## src/rtl/rx_pkg.sv

```systemverilog
// Shared types and defaults for the RX integrate-and-dump path.
package rx_pkg;

  localparam int RX_SAMPLE_W       = 16;
  localparam int RX_DECIM_LOG2_DEF = 2;

  typedef logic signed [RX_SAMPLE_W-1:0] rx_sample_t;

  typedef struct packed {
    rx_sample_t re;
    rx_sample_t im;
  } rx_iq_t;

endpackage

```

## src/rtl/rx_accum_lane.sv

```systemverilog
// Single-rail accumulator with dump-time divide by 2^DECIM_LOG2.
// RX_ROUND_EN selects round-half-up instead of floor at the dump.
module rx_accum_lane #(
  parameter int W          = 16,
  parameter int DECIM_LOG2 = 2
) (
  input  logic                clk,
  input  logic                rst_n,
  input  logic signed [W-1:0] sample_i,
  input  logic                clear_i,
  input  logic                valid_i,
  input  logic                dump_i,
  output logic signed [W-1:0] out_o
);

  localparam int AW = W + DECIM_LOG2;

`ifdef RX_ROUND_EN
  // Half an LSB of the output; zero when DECIM_LOG2 is 0 so pass-through is exact.
  localparam logic signed [AW:0] RND_INC = (AW+1)'((1 << DECIM_LOG2) >> 1);
`else
  localparam logic signed [AW:0] RND_INC = '0;
`endif

  logic signed [AW-1:0] acc_q, acc_d;
  logic signed [AW-1:0] sum_raw;
  logic signed [AW:0]   sum_rnd;
  logic signed [W-1:0]  out_q, out_d;

  always_comb begin
    sum_raw = acc_q + AW'(sample_i);
    sum_rnd = (AW+1)'(sum_raw) + RND_INC;
    acc_d   = acc_q;
    out_d   = out_q;
    if (clear_i) begin
      acc_d = '0;
    end else if (valid_i) begin
      if (dump_i) begin
        acc_d = '0;
        out_d = W'(sum_rnd >>> DECIM_LOG2);
      end else begin
        acc_d = sum_raw;
      end
    end
  end

  always_ff @(posedge clk or negedge rst_n) begin
    if (!rst_n) begin
      acc_q <= '0;
      out_q <= '0;
    end else begin
      acc_q <= acc_d;
      out_q <= out_d;
    end
  end

  assign out_o = out_q;

endmodule

```

## src/rtl/rx_iq_accum_dump.sv

```systemverilog
// Integrate-and-dump I/Q decimator: averages 2^DECIM_LOG2 valid samples per output.
// Optional macro RX_ROUND_EN switches the dump from floor to round-half-up.
module rx_iq_accum_dump
  import rx_pkg::*;
#(
  parameter int W          = RX_SAMPLE_W,
  parameter int DECIM_LOG2 = RX_DECIM_LOG2_DEF
) (
  input  logic                clk,
  input  logic                rst_n,
  input  logic signed [W-1:0] iredata,
  input  logic signed [W-1:0] iimdata,
  input  logic                ivalid,
  input  logic                iclear,
  output logic signed [W-1:0] oredata,
  output logic signed [W-1:0] oimdata,
  output logic                ovalid,
  output logic [((DECIM_LOG2 > 0) ? DECIM_LOG2 : 1)-1:0] ophase
);

  localparam int CW = (DECIM_LOG2 > 0) ? DECIM_LOG2 : 1;
  localparam logic [CW-1:0] LAST = CW'((1 << DECIM_LOG2) - 1);

  logic [CW-1:0] cnt_q, cnt_d;
  logic          ovalid_q, ovalid_d;
  logic          dump;

  // With DECIM_LOG2 = 0, LAST is 0 so every valid sample dumps and cnt stays 0.
  assign dump = (cnt_q == LAST);

  always_comb begin
    cnt_d    = cnt_q;
    ovalid_d = 1'b0;
    if (iclear) begin
      cnt_d = '0;
    end else if (ivalid) begin
      cnt_d    = dump ? '0 : CW'(cnt_q + 1'b1);
      ovalid_d = dump;
    end
  end

  always_ff @(posedge clk or negedge rst_n) begin
    if (!rst_n) begin
      cnt_q    <= '0;
      ovalid_q <= 1'b0;
    end else begin
      cnt_q    <= cnt_d;
      ovalid_q <= ovalid_d;
    end
  end

  rx_accum_lane #(.W(W), .DECIM_LOG2(DECIM_LOG2)) u_lane_re (
    .clk      (clk),
    .rst_n    (rst_n),
    .sample_i (iredata),
    .clear_i  (iclear),
    .valid_i  (ivalid),
    .dump_i   (dump),
    .out_o    (oredata)
  );

  rx_accum_lane #(.W(W), .DECIM_LOG2(DECIM_LOG2)) u_lane_im (
    .clk      (clk),
    .rst_n    (rst_n),
    .sample_i (iimdata),
    .clear_i  (iclear),
    .valid_i  (ivalid),
    .dump_i   (dump),
    .out_o    (oimdata)
  );

  assign ovalid = ovalid_q;
  assign ophase = cnt_q;

endmodule

```

## config.mk

```make
export PLATFORM = sky130hd
export DESIGN_NAME = rx_iq_accum_dump
export DESIGN_NICKNAME = d
export VERILOG_FILES = /design/src/rtl/rx_pkg.sv /design/src/rtl/rx_accum_lane.sv /design/src/rtl/rx_iq_accum_dump.sv
export SDC_FILE = /design/constraint.sdc
export NUM_CORES = 1
export LEC_CHECK = 0
export ABC_AREA = 1
export CORE_UTILIZATION = 55
export DETAILED_ROUTE_END_ITERATION = 8
export GPL_ROUTABILITY_DRIVEN = 0
export PLACE_DENSITY = 0.91
export SLEW_MARGIN = 20
export SYNTH_ARGS = -nofsm -noshare
export SYNTH_HDL_FRONTEND = slang
export SYNTH_HIERARCHICAL = 1
export SYNTH_SLANG_ARGS = --single-unit
```

## constraint.sdc

```tcl
create_clock -name clk -period 2.2 [get_ports clk]
set_clock_uncertainty 0.15 [all_clocks]
set_input_delay 0.44 -clock clk [delete_from_list [all_inputs] [get_ports clk]]
set_output_delay 0.44 -clock clk [all_outputs]
set_load 0.01 [all_outputs]
```

==> impl_metrics.json, run 1 <==
{
  "placementRows": 33,
  "required_ns": 2.28,
  "post_drt_via_cell_ratio": 5.49,
  "sinks_on_the_clock_net": 71,
  "drtPass1Iterations": 5,
  "cts_made_buffers": 9,
  "design.final.nets": 836,
  "groute.layer.met1.usage_pct": 34.4,
  "num_io_pins": 71,
  "synth-seq-cells": 71,
  "synth.cell_area_sq_um": 4680,
  "hold_violations": 0,
  "post-route-util_pct": 73.8,
  "worst_setup_path_end_kind": "flip-flop",
  "status": "complete, no violations",
  "first_global_vias": 4823,
  "synth_flop_cell": "sky130_fd_sc_hd__dfrtp_1",
  "clock-root-buffer": "sky130_fd_sc_hd__clkbuf_8",
  "final_cell_area_sq_um": 6070,
  "worst-setup-path-type": "primary input to flip-flop",
  "global_routing_usage_on_met3_pct": 4.61,
  "cts.clk_slew.worst_paths_ns": 0.07,
  "worst_hold_slack_ns": 0.336,
  "layout-drive-gt1-share_pct": 14.0,
  "cts_setup_buffers": 0,
  "yosysWarnings": 6,
  "timing.hold.worst_path_depth": 2,
  "syn_nets": 707,
  "most_crowded_layer_gr": "met2",
  "reg_to_reg_end": "u_lane_re/out_o[10]",
  "power_density_nw_per_um2": 776,
  "rr_startpoint": "u_lane_re/acc_q[0]",
  "cts_buffer_depth": 2,
  "die_height_um": 94.2,
  "tritoncts": "done",
  "final_cells": 872,
  "synthesis.area_per_instance_sq_um": 7.38,
  "grt_util_all_layers_pct": 30.3,
  "critical_path.max_fanout": 4,
  "routed_wire_length_per_instance_um": 14.3,
  "antenna_found_initial": 0,
  "count_of_max_cap_constraint_violations": 0,
  "worstHoldEndpoint": "u_lane_re/out_o[8]",
  "yosysUniqueCellTypes": 30,
  "worstHoldStart": "u_lane_re/out_o[8]",
  "via_count": 4790,
  "io_buf_count": 70,
  "ant_nets": 0,
  "timing.final.crit_share_pct": 96.7,
  "initial_utilization_pct": 57.0,
  "clk-insertion-delay-late_ns": 0.34,
  "globalRoute.totalOverflow": 0,
  "die_span_in_x_um": 94.2,
  "timing.final.crit_period_ns": 2.13,
  "wirelength_um": 12500,
  "finalMaxSlewViolations": 0,
  "syn2layout_area_growth_pct": 29.7,
  "timing.slew.headroom_pct": 68.0,
  "dpl_cell_area_sq_um": 5880,
  "remaining_drc_errors": 0,
  "worstPathArrival_ns": 2.21,
  "rr_worst_depth": 10,
  "drt_iter0_markers": 237,
  "grt_max_degree": 56,
  "worstSetupStartpointType": "primary input",
  "numPlacedInstances": 856,
  "async_reset_ff_share_pct": 100,
  "worst_ir_drop_vdd_mv": 0.434,
  "grt.met2_usage_pct": 55.1,
  "cellLeakagePower_nw": 3.24,
  "floorplan.core_area_sq_um": 8220,
  "synth-edff-count": 0,
  "timing.reg2reg.setup_slack_ns": 0.23,
  "die_area_sq_um": 8880,
  "tightest_slew_ns": 0.480,
  "synth.yosys.seq_area_share_pct": 38.0,
  "finalSetupViolations": 0,
  "dpl.hpwl_um": 9120,
  "fmax_mhz": 470,
  "htree_levels": 3,
  "syn_inst": 634,
  "min_path_type": "flip-flop to flip-flop",
  "antenna_cells": 0,
  "global_route_wire_length_before_repair_um": 20900
}
==> cells in the final DEF, fill, tap and decap left out, types with 2 or more instances in the layout <==
master and count:
sky130_fd_sc_hd__a21oi_1 22, sky130_fd_sc_hd__a21oi_2 6, sky130_fd_sc_hd__a22o_1 6, sky130_fd_sc_hd__and2_1 4
sky130_fd_sc_hd__buf_4 56, sky130_fd_sc_hd__clkbuf_8 10, sky130_fd_sc_hd__clkdlybuf4s50_1 69, sky130_fd_sc_hd__clkinv_2 3
sky130_fd_sc_hd__dfrtp_1 71, sky130_fd_sc_hd__ha_1 34, sky130_fd_sc_hd__inv_1 44, sky130_fd_sc_hd__inv_2 2
sky130_fd_sc_hd__nand2_1 248, sky130_fd_sc_hd__nand2_2 11, sky130_fd_sc_hd__nand3_1 59, sky130_fd_sc_hd__nand3_2 2
sky130_fd_sc_hd__nand3b_1 17, sky130_fd_sc_hd__nand4_1 2, sky130_fd_sc_hd__nor2_1 38, sky130_fd_sc_hd__nor2_2 8
sky130_fd_sc_hd__nor3_1 4, sky130_fd_sc_hd__nor3_2 2, sky130_fd_sc_hd__o21ai_0 18, sky130_fd_sc_hd__o21ai_1 7
sky130_fd_sc_hd__or2_1 2, sky130_fd_sc_hd__xnor2_1 9, sky130_fd_sc_hd__xor2_1 3
==> how the worst max path moves through the flow <==
stage / startpoint / endpoint / slack (ns)
after floorplan: iimdata[0] / u_lane_im/acc_q[8] / 0.21
after global placement: iimdata[0] / u_lane_im/out_o[6] / -0.23
after detailed placement: iimdata[0] / u_lane_im/out_o[6] / -0.27
after CTS: iimdata[0] / u_lane_im/out_o[6] / 0.09
after global routing: iimdata[6] / u_lane_im/acc_q[17] / -0.008
final: iimdata[6] / u_lane_im/out_o[11] / 0.07
==> area by class of cell <==
| type | instances | area (sq um) |
|---|---|---|
| Clock buffer | 11 | 141 |
| Clock inverter | 4 | 22.5 |
| Fill cell | 614 | 2150 |
| Inverter | 46 | 173 |
| Multi-Input combinational cell | 507 | 2680 |
| Sequential cell | 71 | 1780 |
| Tap cell | 105 | 131 |
| Timing Repair Buffer | 128 | 1150 |
==> per-stage QoR <==
stage,setup WS (ns),power [mW],TNS (ns)
floorplan,0.213,2.81,0
global placement,-0.226,3.68,-6.31
detailed placement,-0.275,3.76,-9.58
CTS,0.0865,4.70,0
global route,-0.00764,5.02,-0.00773
finish,0.0719,4.71,0
==> where the power goes <==
group	switching (mW)	leakage, nW	internal [mW]
Clock	0.489	0.0850	0.429
Sequential	0.177	0.939	1.58
Combinational	1.04	2.21	0.990
==> timing repair <==
action | in CTS | in global routing
hold buffers | 1 | 0
endpoints found under the setup margin | 0 | 9
gates resized for setup | 0 | 5
hold endpoints to repair | 16 | 0
==> sequential cells by signal, summed over array words and instances, names as in the netlist <==
signal / flops
u_lane_im/acc_q: 18
u_lane_re/acc_q: 18
u_lane_im/out_o: 16
u_lane_re/out_o: 16
ophase: 2
ovalid: 1
==> Yosys cell counts, types with 4 or more instances <==
cell type | count | area (sq um)
sky130_fd_sc_hd__o21ai_0 | 18 | 90.1
sky130_fd_sc_hd__xnor2_1 | 9 | 78.8
sky130_fd_sc_hd__nor2_1 | 38 | 143
sky130_fd_sc_hd__a21oi_2 | 5 | 43.8
sky130_fd_sc_hd__inv_1 | 44 | 165
sky130_fd_sc_hd__o21ai_1 | 7 | 35.0
sky130_fd_sc_hd__nor2_2 | 8 | 50.1
sky130_fd_sc_hd__buf_2 | 4 | 20.0
sky130_fd_sc_hd__nand3_1 | 59 | 295
sky130_fd_sc_hd__nand2_2 | 9 | 56.3
sky130_fd_sc_hd__ha_1 | 35 | 438
sky130_fd_sc_hd__nand3b_1 | 17 | 128
sky130_fd_sc_hd__a22o_1 | 6 | 52.6
sky130_fd_sc_hd__nand2_1 | 250 | 938
sky130_fd_sc_hd__nor3_1 | 4 | 20.0
sky130_fd_sc_hd__a21oi_1 | 23 | 115
sky130_fd_sc_hd__and2_1 | 4 | 25.0
sky130_fd_sc_hd__dfrtp_1 | 71 | 1780
==> per-layer routing <==
layer	up-vias	part of all wire (%)
met5	-	0
met4	0	2.6
met3	38	5.4
met2	168	51
met1	2259	41
li1	2325	-
==> logic make-up after synthesis <==
kind of cell,count (synthesis),synth area share [%]
buffers and inverters,56,5.13
AOI/OAI and AO/OA,59,7.19
xor gates and xnor gates,12,2.25
and+or+nand+nor,399,37.2
adders and majority gates,37,10.2
DFF,71,38.0
==> critical path, cell delays in order <==
cell and delay (ns):
sky130_fd_sc_hd__clkdlybuf4s50_1 0.50, sky130_fd_sc_hd__ha_2 0.32, sky130_fd_sc_hd__nand2_1 0.10, sky130_fd_sc_hd__nand2_1 0.09, sky130_fd_sc_hd__a21oi_1 0.19, sky130_fd_sc_hd__nand3_2 0.18
sky130_fd_sc_hd__nand2_2 0.11, sky130_fd_sc_hd__nand3_1 0.10, sky130_fd_sc_hd__nand3_1 0.10, sky130_fd_sc_hd__nand2_1 0.06
No activity file was read; power rests on OpenSTA's default activity.
==> inputs of run 2 (changes only) <==
- SKIP_CTS_REPAIR_TIMING: not set -> 1
==> run 2 against run 1 <==
Fmax is the same. Core utilization stayed put. Critical path type unchanged. Total power is essentially flat. Critical endpoint unchanged. Die area unchanged. Via count unchanged. Largest power group unchanged.
==> impl_metrics.json, run 2 (synthesis gave the netlist of run 1 again) <==
{
  "status": "complete, no violations",
  "final_common_cell": "sky130_fd_sc_hd__nand2_1",
  "num_io_pins": 71,
  "cellLeakagePower_nw": 3.24,
  "setup_slack_ns": 0.0719,
  "via_count": 4790,
  "post-place-ws_ns": -0.275,
  "groute.layer.met1.usage_pct": 34.4,
  "floorplan.core_area_sq_um": 8220,
  "fill_cells": 612,
  "clock-root-buffer": "sky130_fd_sc_hd__clkbuf_8",
  "grt_util_all_layers_pct": 30.3,
  "clk-insertion-delay-late_ns": 0.34,
  "placementRows": 33,
  "power_frac_seq_pct": 37.3,
  "power.net_switching_mw": 1.71,
  "layout-drive-gt1-share_pct": 14.0,
  "worst_ir_drop_vdd_mv": 0.434,
  "remaining_drc_errors": 0,
  "area.sequential_sq_um": 1780,
  "worst_setup_path_end_kind": "flip-flop",
  "timing.final.crit_period_ns": 2.13,
  "fmax_mhz": 470,
  "drtPass1Iterations": 5,
  "design.final.nets": 836,
  "die_area_sq_um": 8880,
  "worst_hold_slack_ns": 0.336,
  "drt_iter0_markers": 237,
  "ant_nets": 0,
  "dpl.hpwl_um": 9120,
  "clock_power_share_pct": 19.5,
  "area_of_the_multi_input_gates_sq_um": 2680,
  "sw_frac_of_total_pct": 36.3,
  "power_density_nw_per_um2": 776,
  "timing.slew.headroom_pct": 68.0,
  "global_route_wire_length_before_repair_um": 20900,
  "grt_max_degree": 56,
  "sinks_on_the_clock_net": 71,
  "grt.met2_usage_pct": 55.1,
  "finalMaxSlewViolations": 0,
  "antenna_cells": 0,
  "largest_registers": "u_lane_im/acc_q (18), u_lane_re/acc_q (18)",
  "required_ns": 2.28,
  "initial_utilization_pct": 57.0,
  "wirelength_um": 12500,
  "hold_violations": 0,
  "total_power_mw": 4.71,
  "dpl_cell_area_sq_um": 5880,
  "cts_buffer_depth": 2,
  "syn2layout_area_growth_pct": 29.7,
  "global_routing_usage_on_met3_pct": 4.61,
  "min_path_type": "flip-flop to flip-flop",
  "tightest_slew_ns": 0.480,
  "io_buf_count": 70,
  "worstSetupStartpointType": "primary input",
  "worstPathArrival_ns": 2.21,
  "globalRoute.totalOverflow": 0,
  "antenna_found_initial": 0,
  "die_height_um": 94.2,
  "post_drt_via_cell_ratio": 5.49,
  "cts.clk_slew.worst_paths_ns": 0.07,
  "finalSetupViolations": 0,
  "timing.final.crit_share_pct": 96.7,
  "layout.cells.most_common_list": "sky130_fd_sc_hd__nand2_1, sky130_fd_sc_hd__dfrtp_1, sky130_fd_sc_hd__clkdlybuf4s50_1",
  "combPwrFrac_pct": 43.2,
  "htree_levels": 3,
  "timing.reg2reg.setup_slack_ns": 0.23,
  "worst-setup-path-type": "primary input to flip-flop",
  "cell_internal_pwr_mw": 3.00,
  "die_span_in_x_um": 94.2,
  "routed_wire_length_per_instance_um": 14.3,
  "first_global_vias": 4823,
  "tritoncts": "done",
  "cts_made_buffers": 9,
  "critical_path.max_fanout": 4,
  "final_cell_area_sq_um": 6070,
  "most_crowded_layer_gr": "met2",
  "count_of_max_cap_constraint_violations": 0
}
==> run 2: cell counts in the layout (fill, tap and decap cells not counted) <==
Identical to the previous run, type by type.
==> run 2: final timing paths <==
| path | startpoint | end | cells past startpoint |
|---|---|---|---|
| worst max-delay path | iimdata[6] | u_lane_im/out_o[11] | 10 |
| worst min-delay path | u_lane_re/out_o[8] | u_lane_re/out_o[8] | 2 |
| worst max register to register | u_lane_re/acc_q[0] | u_lane_re/out_o[10] | 10 |
| worst min register to register | u_lane_re/out_o[8] | u_lane_re/out_o[8] | 2 |
| max in group asynchronous | rst_n | u_lane_re/acc_q[10] | 3 |
| min in group asynchronous | rst_n | u_lane_im/out_o[5] | 2 |
==> run 2: per-stage QoR <==
| step | utilization (%) | TNS (ns) | cells |
|---|---|---|---|
| 6_report | 73.8 | 0 | 872 |
| 5_1_grt | 73.8 | -0.00773 | 872 |
| 4_1_cts | 73.5 | 0 | 871 |
| 3_5_place_dp | 71.6 | -9.58 | 856 |
| 3_3_place_gp | 71.6 | -6.31 | 856 |
| 2_1_floorplan | - | 0 | 634 |
==> run 2: area by class of cell <==
type | instances | share of cell area, %
Clock buffer | 11 | 2.33
Sequential cell | 71 | 29.3
Tap cell | 105 | 2.17
Timing Repair Buffer | 128 | 18.9
Inverter | 46 | 2.85
Multi-Input combinational cell | 507 | 44.1
Clock inverter | 4 | 0.371
==> run 2: layer usage <==
metal | vias to the layer above | share of wire [%]
li1 | 2325 | -
met1 | 2259 | 41
met2 | 168 | 51
met3 | 38 | 5.4
met4 | 0 | 2.6
met5 | - | 0
==> run 2: worst max-delay path: stages <==
cell and delay, ns:
sky130_fd_sc_hd__clkdlybuf4s50_1 0.50, sky130_fd_sc_hd__ha_2 0.32, sky130_fd_sc_hd__nand2_1 0.10, sky130_fd_sc_hd__nand2_1 0.09, sky130_fd_sc_hd__a21oi_1 0.19, sky130_fd_sc_hd__nand3_2 0.18, sky130_fd_sc_hd__nand2_2 0.11, sky130_fd_sc_hd__nand3_1 0.10
sky130_fd_sc_hd__nand3_1 0.10, sky130_fd_sc_hd__nand2_1 0.06
==> run 2: power groups by stage <==
stage	registers (mW)	logic, mW	clock network, mW
6_report	1.76	2.03	0.918
2_1_floorplan	1.83	0.980	0
4_1_cts	1.76	2.01	0.934
3_5_place_dp	1.78	1.98	0
3_3_place_gp	1.77	1.90	0
5_1_grt	1.78	2.24	0.997
==> inputs of run 3 (changes only) <==
- SETUP_SLACK_MARGIN: not set -> 0.05
- TNS_END_PERCENT: not set -> 5
==> run 3 against run 2 <==
Sequential power barely moved. Combinational power hardly changed. Flip-flop and latch count did not move. Critical path depth did not move. Register-to-register slack hardly changed. Non-clock buffer count unchanged. Routed wire length increased by 0.21%. Die area unchanged. Clock power about the same. Final cell count unchanged. Via count down 0.19%. Design area up 0.33%.
==> impl_metrics.json, run 3 (synthesis gave the netlist of run 1 again) <==
{
  "clock-root-buffer": "sky130_fd_sc_hd__clkbuf_8",
  "drtPass1Iterations": 5,
  "worst_setup_path_end_kind": "flip-flop",
  "globalRoute.totalOverflow": 0,
  "htree_levels": 3,
  "fmax_mhz": 471,
  "rr_startpoint": "u_lane_im/acc_q[8]",
  "setup_total_negative_slack_ns": 0,
  "io_buf_count": 70,
  "layout-drive-gt1-share_pct": 14.5,
  "sw_frac_of_total_pct": 36.3,
  "rsz0062_at_grt": "yes",
  "antenna_found_initial": 0,
  "num_io_pins": 71,
  "cts_buffer_depth": 2,
  "combPwrFrac_pct": 43.2,
  "hold_violations": 0,
  "critical_path.max_fanout": 4,
  "count_of_max_cap_constraint_violations": 0,
  "status": "complete, no violations",
  "layout.cells.most_common_list": "sky130_fd_sc_hd__nand2_1, sky130_fd_sc_hd__dfrtp_1, sky130_fd_sc_hd__clkdlybuf4s50_1",
  "required_ns": 2.28,
  "die_area_sq_um": 8880,
  "placementRows": 33,
  "tritoncts": "done",
  "post_drt_via_cell_ratio": 5.48,
  "first_global_vias": 4823,
  "cts.clk_slew.worst_paths_ns": 0.07,
  "grt_util_all_layers_pct": 30.3,
  "clk-insertion-delay-late_ns": 0.34,
  "drt_iter0_markers": 249,
  "power.net_switching_mw": 1.71,
  "via_count": 4781,
  "worstSetupStartpointType": "primary input",
  "floorplan.core_area_sq_um": 8220,
  "post-route-util_pct": 74.1,
  "die_span_in_x_um": 94.2,
  "power_frac_seq_pct": 37.3,
  "crit_chain": "clkdlybuf4s50_1, ha_2, nand2_1, nand2_1, a21oi_1, nand3_2, nand2_2, nand3_1, nand3_1, nand2_1",
  "highest_cell_delay_on_the_worst_timing_path_ns": 0.50,
  "antenna_cells": 0,
  "timing.final.crit_share_pct": 96.6,
  "final_cells": 872,
  "library_cell_appearing_most_often_on_the_critical_path": "sky130_fd_sc_hd__nand2_1",
  "worst_hold_slack_ns": 0.336,
  "cts_made_buffers": 9,
  "cell_internal_pwr_mw": 3.00,
  "sinks_on_the_clock_net": 71,
  "remaining_drc_errors": 0,
  "timing.final.crit_period_ns": 2.12,
  "numPlacedInstances": 856,
  "power_density_nw_per_um2": 775,
  "timing.slew.headroom_pct": 68.0,
  "grt_max_degree": 56,
  "design.final.nets": 836,
  "tightest_slew_ns": 0.480,
  "die_height_um": 94.2,
  "largest_registers": "u_lane_im/acc_q (18), u_lane_re/acc_q (18)",
  "finalMaxSlewViolations": 0,
  "finalSetupViolations": 0,
  "worst_ir_drop_vdd_mv": 0.439,
  "worstPathArrival_ns": 2.20,
  "wirelength_um": 12500,
  "dpl.hpwl_um": 9120,
  "min_path_type": "flip-flop to flip-flop",
  "syn2layout_area_growth_pct": 30.1,
  "worst-setup-path-type": "primary input to flip-flop",
  "worstHoldStart": "u_lane_re/out_o[8]",
  "routed_wire_length_per_instance_um": 14.3,
  "final_common_cell": "sky130_fd_sc_hd__nand2_1",
  "ant_nets": 0,
  "clock_power_share_pct": 19.5,
  "initial_utilization_pct": 57.0,
  "cp_slowest_cell": "sky130_fd_sc_hd__clkdlybuf4s50_1",
  "fill_cells": 601,
  "global_route_wire_length_before_repair_um": 20900,
  "cellLeakagePower_nw": 3.24,
  "timing.critical_path.from": "iimdata[6]"
}
[run 3: cell types whose count changed in the layout (fill, tap and decap cells not counted)]
cell                      delta
sky130_fd_sc_hd__ha_2        +1
sky130_fd_sc_hd__nand2_2     +1
sky130_fd_sc_hd__nand2_1     -1
sky130_fd_sc_hd__fa_2        +1
sky130_fd_sc_hd__ha_4        +1
sky130_fd_sc_hd__fa_1        -1
sky130_fd_sc_hd__ha_1        -2
[run 3: layout make-up]
type / count / area (sq um) / area share [%]
timing repair buffer: 128 / 1150 / 18.8
inverter: 46 / 173 / 2.84
sequential: 71 / 1780 / 29.2
tap: 105 / 131 / 2.16
multi-input combinational: 507 / 2700 / 44.3
clock buffer: 11 / 141 / 2.32
clock inverter: 4 / 22.5 / 0.370
[run 3: layer usage]
metal | share of wire [%] | routed length (um) | GRT usage [%]
met2 | 51 | 6380 | 55.1
met3 | 5.4 | 679 | 4.61
met5 | 0 | 0 | 0
met1 | 41 | 5100 | 34.4
met4 | 2.7 | 333 | 13.8
[run 3: critical path: cells and delay by family]
kind                     cells  cell delay [ns]
adder cells (fa/ha/maj)      1             0.32
AND/OR/NAND/NOR              7             0.74
AO/OA/AOI/OAI                1             0.19
buffers and inverters        1             0.50
[run 3: worst paths after layout]
kind,end,slack (ns),depth (start not counted)
worst max register to register,u_lane_im/out_o[11],0.24,9
worst min-delay path,u_lane_re/out_o[8],0.34,2
worst min register to register,u_lane_re/out_o[8],0.34,2
min in group asynchronous,u_lane_im/acc_q[10],0.41,2
worst max-delay path,u_lane_im/out_o[11],0.08,10
max in group asynchronous,u_lane_re/acc_q[10],0.86,3
[run 3: stage by stage]
stage / total power, mW / area [sq um] / worst slack, ns
after floorplan: 2.81 / 4680 / 0.213
after global placement: 3.68 / 5880 / -0.226
after detailed placement: 3.76 / 5880 / -0.275
after CTS: 4.70 / 6040 / 0.0865
after global routing: 5.04 / 6090 / 0.00615
final: 4.71 / 6090 / 0.0754
[run 3: power by group through the flow]
stage / logic (mW) / clock network, mW / registers [mW]
after floorplan: 0.980 / 0 / 1.83
after global placement: 1.90 / 0 / 1.77
after detailed placement: 1.98 / 0 / 1.78
after CTS: 2.01 / 0.934 / 1.76
after global routing: 2.25 / 0.997 / 1.78
final: 2.04 / 0.919 / 1.76
==> patch: new RTL, flow settings as in run 3 <==
`RX_SAMPLE_W`: 16 -> 32.
--- a/src/rtl/rx_pkg.sv
+++ b/src/rtl/rx_pkg.sv
@@ -3,3 +3,3 @@
 
-  localparam int RX_SAMPLE_W       = 16;
+  localparam int RX_SAMPLE_W       = 32;
   localparam int RX_DECIM_LOG2_DEF = 2;
Ports: changed (resized iimdata, iredata, oimdata and oredata); port bits go from 71 to 135. The function was not compared with the original's and may differ.
==> patch against run 3 <==
The flow now finishes with violations (setup timing); sequential power is 98% higher; synthesized area grew 100%; total power increased by 150%; core utilization is 6.3 points higher; setup slack worse by 0.19 ns; sequential cell count up 64; count of clock-buffer cells in the layout rose by 13; final area increased by 120%; critical endpoint is now u_lane_re/out_o[12]; die area is 100% higher; register-to-register slack got worse by 0.35 ns; cell count grew 110%; clock power rose to 3.4 times the old value; routed wire length increased to 2.8 times the old value.
==> patch: results (changes against run 3) <==
hpwl dp=21,500 µm (+140%); Yosys cell types=32 (+6.7%); worst-skew pair later-pin latency=0.43 ns (+0.09 ns); fraction of layout cells with a size suffix above 1=19.4% (+4.9 points); XOR/XNOR share of the synthesized area=2.77% (+0.52 points); top post-synthesis cells by count=nand2_1 (513), inv_1 (165), dfrtp_1 (135), nand3_1 (109), nor2_1 (87); Worst EP arrival=2.49 ns (+0.29 ns); biggest regs=u_lane_im/acc_q x34, u_lane_re/acc_q x34; Area contributors post-synth=dfrtp_1 (36%), nand2_1 (20%), ha_1 (8.8%), inv_1 (6.5%), nand3_1 (5.8%); slowest stage delay, CP=0.42 ns (-0.08 ns); Worst-Margin Slew=0.462 ns (-0.0185 ns); worst min path class=primary input to register; setup violators final=17 (+17); DRT iter0 DRCs=1,512 (+510%); failing checks=setup timing; Setup TNS Final=-0.848 ns (-0.848 ns); post-synthesis sequential area ratio=35.6% (-2.4 points); NumNets Final=1,771 (+110%); syn_nets=1,523 (+120%); Pleak=6.87 nW (+110%); Syn Inst Count=1,386 (+120%); Via density=6.02 (+9.7%); vias in the first global route=10,600 (+120%); complex-gate fraction of the synthesized area=9.93% (+2.7 points); htree depth=4 (+1); final wirelength=34,800 µm (+180%); port buffer count=134 (+91%); Final WS setup=-0.114 ns (-0.190 ns); outcome=complete, but fails checks
## patch: cell count changes after synthesis, sizes merged, moves of 44 or more
cell,run 3,this run
inv,46,168
nand3,61,114
nand2,259,535
o21ai,25,96
dfrtp,71,135
nor2,47,94
a21oi,28,72
## patch: worst reg2reg max path, cell delays in order, from the launching register on
cell and delay, ns:
dfrtp_1 0.42, ha_4 0.20, fa_2 0.39, nand3_2 0.12, nand2_4 0.07, nand3_1 0.09
nand2_1 0.10, nand2_1 0.11, nand2_2 0.13, or2_1 0.28, nand3_1 0.10, nand2_1 0.05
## patch: final cells by class
cell class	count	area share [%]
flip-flops and latches	135	25.2
multi-input cells	1059	45.9
repair buffers	252	17.5
clock buffers	24	3.66
clock inverters	8	1.06
inverters	169	4.72
well taps	220	2.05
## patch: metal layers
metal	track usage [%]	share of wire (%)	vias to the layer above	routed length (µm)
met5	0	0	-	0
met3	6.54	9.4	278	3280
li1	-	-	4925	-
met4	18.8	6.8	0	2380
met1	38.0	34	5100	12000
met2	60.4	49	929	17200
## patch: power groups by stage
stage | Combinational [W] | Clock (W) | Sequential (W)
global route | 0.00551 | 0.00324 | 0.00353
global placement | 0.00426 | 0 | 0.00341
finish | 0.00514 | 0.00312 | 0.00348
CTS | 0.00450 | 0.00311 | 0.00342
detailed placement | 0.00442 | 0 | 0.00344
floorplan | 0.00219 | 0 | 0.00355
## patch: worst min-delay path by stage
stage / start / to / slack [ns] / cells after the start
after global routing: iredata[0] / u_lane_re/acc_q[0] / 0.29 / 3
after global placement: rst_n / u_lane_re/out_o[4] / 0.20 / 1
after CTS: rst_n / u_lane_re/out_o[3] / -0.25 / 1
after detailed placement: rst_n / u_lane_re/out_o[4] / 0.20 / 1
final: iredata[0] / u_lane_re/acc_q[0] / 0.30 / 3
after floorplan: rst_n / ophase[0] / -0.006 / 0
